$ cat src/rtl/timer_pkg.sv
// rtl/timer_pkg.sv - shared types and constants for the timer entry/run controller
package timer_pkg;

    localparam int DIGIT_W = 4;

    typedef logic [DIGIT_W-1:0] digit_t;

    typedef enum logic [2:0] {
        ST_IDLE  = 3'd0,
        ST_LOAD  = 3'd1,
        ST_RUN   = 3'd2,
        ST_PAUSE = 3'd3,
        ST_DONE  = 3'd4
    } state_t;

    localparam digit_t KEY_START_DEF = 4'hA;
    localparam digit_t KEY_STOP_DEF  = 4'hB;
    localparam digit_t KEY_CLEAR_DEF = 4'hC;

    // Codes 0-9 are numeric keys; everything above is a command or unused.
    function automatic logic is_digit(input digit_t code);
        return code <= digit_t'(9);
    endfunction

endpackage

$ cat src/rtl/entry_shift4.sv
// rtl/entry_shift4.sv - four-digit BCD entry shift register (MM:SS)
module entry_shift4
    import timer_pkg::*;
(
    input  logic   clk,
    input  logic   rst,
    input  logic   shift_en,
    input  digit_t shift_in,
    input  logic   clear,
    output digit_t d_m1,
    output digit_t d_m0,
    output digit_t d_s1,
    output digit_t d_s0
);

    // Digits enter at the seconds end and march toward minutes; clear wins over shift.
    always_ff @(posedge clk or posedge rst) begin
        if (rst) begin
            d_m1 <= '0;
            d_m0 <= '0;
            d_s1 <= '0;
            d_s0 <= '0;
        end else if (clear) begin
            d_m1 <= '0;
            d_m0 <= '0;
            d_s1 <= '0;
            d_s0 <= '0;
        end else if (shift_en) begin
            d_m1 <= d_m0;
            d_m0 <= d_s1;
            d_s1 <= d_s0;
            d_s0 <= shift_in;
        end
    end

endmodule

$ cat src/rtl/timer_entry_ctrl.sv
// rtl/timer_entry_ctrl.sv - keypad entry capture and countdown run control
module timer_entry_ctrl
    import timer_pkg::*;
#(
    parameter digit_t KEY_START = KEY_START_DEF,
    parameter digit_t KEY_STOP  = KEY_STOP_DEF,
    parameter digit_t KEY_CLEAR = KEY_CLEAR_DEF
) (
    input  logic   clk,
    input  logic   rst,
    input  logic   key_valid,
    input  digit_t key_code,
    input  logic   tick_1hz,
    input  logic   timer_zero,
    output digit_t digit_m1,
    output digit_t digit_m0,
    output digit_t digit_s1,
    output digit_t digit_s0,
    output logic   load,
    output logic   enable_n,
    output logic   running,
    output logic   done
);

    state_t state;
    state_t state_nxt;
    logic   entry_shift;
    logic   entry_clear;
    logic   entry_nonzero;

    logic key_start;
    logic key_stop;
    logic key_clear;
    logic key_digit;

    assign key_start = key_valid && (key_code == KEY_START);
    assign key_stop  = key_valid && (key_code == KEY_STOP);
    assign key_clear = key_valid && (key_code == KEY_CLEAR);
    // Command codes take precedence in case a parameter is overridden into the 0-9 range.
    assign key_digit = key_valid && is_digit(key_code)
                       && !(key_code == KEY_START)
                       && !(key_code == KEY_STOP)
                       && !(key_code == KEY_CLEAR);

    assign entry_nonzero = |{digit_m1, digit_m0, digit_s1, digit_s0};

    entry_shift4 u_entry (
        .clk      (clk),
        .rst      (rst),
        .shift_en (entry_shift),
        .shift_in (key_code),
        .clear    (entry_clear),
        .d_m1     (digit_m1),
        .d_m0     (digit_m0),
        .d_s1     (digit_s1),
        .d_s0     (digit_s0)
    );

    // State register.
    always_ff @(posedge clk or posedge rst) begin
        if (rst) begin
            state <= ST_IDLE;
        end else begin
            state <= state_nxt;
        end
    end

    // Next state plus entry-register control; entry only changes in IDLE or when aborting to IDLE.
    always_comb begin
        state_nxt   = state;
        entry_shift = 1'b0;
        entry_clear = 1'b0;
        unique case (state)
            ST_IDLE: begin
                if (key_start) begin
                    if (entry_nonzero) begin
                        state_nxt = ST_LOAD;
                    end
                end else if (key_clear) begin
                    entry_clear = 1'b1;
                end else if (key_digit) begin
                    entry_shift = 1'b1;
                end
            end
            ST_LOAD: begin
                state_nxt = ST_RUN;
            end
            ST_RUN: begin
                // Zero detection outranks any key arriving in the same cycle.
                if (timer_zero) begin
                    state_nxt = ST_DONE;
                end else if (key_stop) begin
                    state_nxt = ST_PAUSE;
                end else if (key_clear) begin
                    state_nxt   = ST_IDLE;
                    entry_clear = 1'b1;
                end
            end
            ST_PAUSE: begin
                if (key_start) begin
                    state_nxt = ST_RUN;
                end else if (key_stop || key_clear) begin
                    state_nxt   = ST_IDLE;
                    entry_clear = 1'b1;
                end
            end
            ST_DONE: begin
                if (key_valid) begin
                    state_nxt   = ST_IDLE;
                    entry_clear = 1'b1;
                end
            end
            default: begin
                state_nxt   = ST_IDLE;
                entry_clear = 1'b1;
            end
        endcase
    end

    // Output decode from the registered state; only enable_n also looks at the live tick.
    always_comb begin
        load     = 1'b0;
        running  = 1'b0;
        done     = 1'b0;
        enable_n = 1'b1;
        unique case (state)
            ST_LOAD: begin
                load    = 1'b1;
                running = 1'b1;
            end
            ST_RUN: begin
                running  = 1'b1;
                enable_n = !tick_1hz;
            end
            ST_DONE: begin
                done = 1'b1;
            end
            default: begin
            end
        endcase
    end

endmodule

$ cat config.mk
export PLATFORM = sky130hd
export DESIGN_NAME = timer_entry_ctrl
export DESIGN_NICKNAME = d
export VERILOG_FILES = /design/src/rtl/timer_pkg.sv /design/src/rtl/entry_shift4.sv /design/src/rtl/timer_entry_ctrl.sv
export SDC_FILE = /design/constraint.sdc
export NUM_CORES = 1
export LEC_CHECK = 0
export CAP_MARGIN = 20
export CORE_MARGIN = 2
export CORE_UTILIZATION = 41
export DETAILED_ROUTE_END_ITERATION = 8
export HOLD_SLACK_MARGIN = 0.12
export PLACE_DENSITY = 0.73
export SYNTH_ARGS = -nofsm -noshare
export SYNTH_HDL_FRONTEND = slang
export SYNTH_SLANG_ARGS = --single-unit
$ cat constraint.sdc
create_clock -name clk -period 1.5 [get_ports clk]
set_input_delay 0.3 -clock clk [delete_from_list [all_inputs] [get_ports clk]]
set_output_delay 0.3 -clock clk [all_outputs]
set_load 0.05 [all_outputs]
==> out/results.tsv <==
metric	value	unit
tightest_slew	0.310	ns
final_util	81.6	%
rsz0062_at_grt	yes	
synthAdderAreaFrac	0	%
cp_num_buf_inv	2	
worstPathRequired	1.20	ns
irDropWorstVdd	0.00193	V
yosys.area.top_type_share	47.7	%
hold_viol	0	
violations	setup timing	
antenna-diode-count	0	
setup_viol	20	
die_h	53.3	um
synth_compound_area_share	8.66	%
synthArstFlopShare	100	%
p_leak	0.885	nW
max_slew_margin	79.2	%
synth_cell_types	27	
ys_seq_area_share	47.7	%
maxCapViolCount	0	
clkLatencyLatePin	0.30	ns
place_inst	167	
crit_family	flip-flops	
wl_per_cell	16.3	um
vias	956	
avgSynthCellArea	10.1	sq um
path_clk_slew	0.10	ns
syn_to_final_growth	84.4	%
worstPathArrival	1.29	ns
final.min_clock_period	1.59	ns
synthFlopType	dfrtp_1	
grt_max_degree	20	
dieArea	0.00284	sq mm
synth.cells.most_frequent	22 x nor2_1, 19 x dfrtp_1, 16 x mux2i_1	
port_buffers	28	
synth_simple_gate_area_share	23.3	%
drt_iter0_markers	11	
synthTopCellsByArea	dfrtp_1 48%, mux2i_1 16%, nor2_1 8.3%	
max_freq	0.630	GHz
synth-seq-cells	19	
drt_pass1_iterations	4	
rows	17	
wirelength	2860	um
fin_ws	-0.0868	ns
ys_warn_count	0	
placeableCoreArea	0.00225	sq mm
crit_fanout	4	
antenna_found_initial	0	
syn-cell-area	997	sq um
grt_pass1_vias	1008	
grt_use_total	24.5	%
setup.worst_path.end_class	output port	
synth-edff-count	0	
critical_path.cell_chain	buf_6 > xnor2_2 > nor2_2 > buf_12	
syn_nets	108	
globalplace.congestion	0.848	
synth_top_area_cell	dfrtp_1	
cpMaxStageDelayCell	dfrtp_2	
p_per_area	2490	mW/mm^2
setup_tns	-1.08	ns
finalCritPeriodShare	106	%
drcViolationCount	0	
cts_tree	built	
startpoint_type	register	
cts_sinks	19	
nNetsFinal	158	
worstSetupPathType	register to output port	
h-tree-depth	1	
hpwl	1950	um
grt_pass1_wl	4990	um
n_fill_cell	122	
syn_inst	99	
outcome	complete, but fails checks	
root_buffer	clkbuf_4	
gr-total-overflow	0	
fp.dieW	53.3	um
instances_no_fill	176	
synthMuxAreaShare	16.1	%
synth-xor-area-share	0.878	%
initial_core_util	44.2	%
synth_top_family_by_area	simple AND/OR/NAND/NOR gates	
drv_slew	0	
cpPeakStageDelay	0.45	ns
synth.most_common_cell	nor2_1	
cts_buffer_depth	2	
cts_buffers	3	
hold_path.class	input port to asynchronous set/reset pin	
avgViaCountPerCell	5.43	
antenna_left	0	
ios	29	
drive_above_1_share	48.6	%
clock_skew	0.00246	ns
flip-flops by register name (all words and copies together) (netlist names):
signal	cells
u_entry.d_s1	4
u_entry.d_m0	4
state	3
u_entry.d_m1	4
u_entry.d_s0	4
area by class of cell:
class	count	area [sq um]	area share, %
Tap cell	28	35.0	1.90
Clock buffer	4	26.3	1.43
Sequential cell	19	478	26.0
Inverter	1	3.75	0.204
Multi-Input combinational cell	74	603	32.8
Timing Repair Buffer	50	693	37.7
metrics by stage:
step                worst slack, ns  power (mW)  hold slack (ns)  instance area [sq um]
floorplan                   -0.0891        2.53            0.251                   1030
global placement             -0.443        3.92            0.611                   1660
detailed placement           -0.513        3.99            0.623                   1660
finish                      -0.0868        4.59            0.312                   1840
global route                 -0.153        4.82            0.328                   1840
CTS                          -0.117        4.59            0.313                   1830
cell families after synthesis:
| logic type | after synthesis |
|---|---|
| and+or+nand+nor | 44 |
| DFF | 19 |
| muxes | 16 |
| AOI/OAI and AO/OA | 13 |
| buffers and inverters | 6 |
| xor gates and xnor gates | 1 |
routing by layer:
layer	global-route usage (%)	vias up	part of all wire, %
li1	-	457	-
met1	33.4	470	44
met2	37.7	24	50
met3	7.91	5	5.6
met4	5.13	0	0.84
met5	0	-	0
tightest hold or removal path, cell delays in order:
cell             delay (ns)
clkdlybuf4s50_1        0.40
inv_1                  0.05
buf_4                  0.25
worst paths after layout:
| check | slack, ns | startpoint | cells past startpoint | endpoint |
|---|---|---|---|---|
| max | -0.09 | state[0]$_DFFE_PP0P_ | 4 | running |
| min | 0.31 | rst | 3 | u_entry.d_m0[1]$_DFFE_PP0P_ |
| max reg2reg | -0.07 | state[0]$_DFFE_PP0P_ | 7 | u_entry.d_s1[3]$_DFFE_PP0P_ |
| min reg2reg | 0.59 | state[2]$_DFFE_PP0P_ | 1 | state[1]$_DFFE_PP0P_ |
| max in group asynchronous | 0.98 | rst | 3 | state[2]$_DFFE_PP0P_ |
| min in group clk | 0.54 | key_code[3] | 4 | u_entry.d_s0[3]$_DFFE_PP0P_ |
cells in the final DEF (no fill, tap or decap), drive strengths merged:
cell / synthesis / layout
and3b: 1 / 1
mux2i: 16 / 16
inv: 1 / 1
nand4b: 1 / 1
clkbuf: 1 / 5
a22oi: 1 / 1
nand3: 4 / 4
or3b: 1 / 1
nor2: 22 / 22
nor4: 4 / 4
dlygate4sd2: 0 / 5
a21oi: 1 / 1
buf: 4 / 41
dfrtp: 19 / 19
o21ai: 7 / 7
o221ai: 1 / 1
nand2: 4 / 4
nor4bb: 1 / 1
o31ai: 1 / 1
a21o: 1 / 1
clkdlybuf4s50: 0 / 3
nor3b: 3 / 3
a211oi: 1 / 1
xnor2: 1 / 1
nor3: 1 / 1
nand3b: 1 / 1
or4b: 1 / 1
timing repair:
item	4_1_cts	5_1_grt
endpoints found under the setup margin	22	21
buffers inserted	5	0
pin swaps	6	3
hold buffers	0	0
resized for setup	30	6
cloned	1	0
power breakdown:
group | total, mW | internal [mW] | switching, mW
clock network | 0.255 | 0.104 | 0.152
logic | 3.23 | 1.57 | 1.66
registers | 1.10 | 0.740 | 0.362
total | 4.59 | 2.41 | 2.17
(Power assumes the default switching activity.)
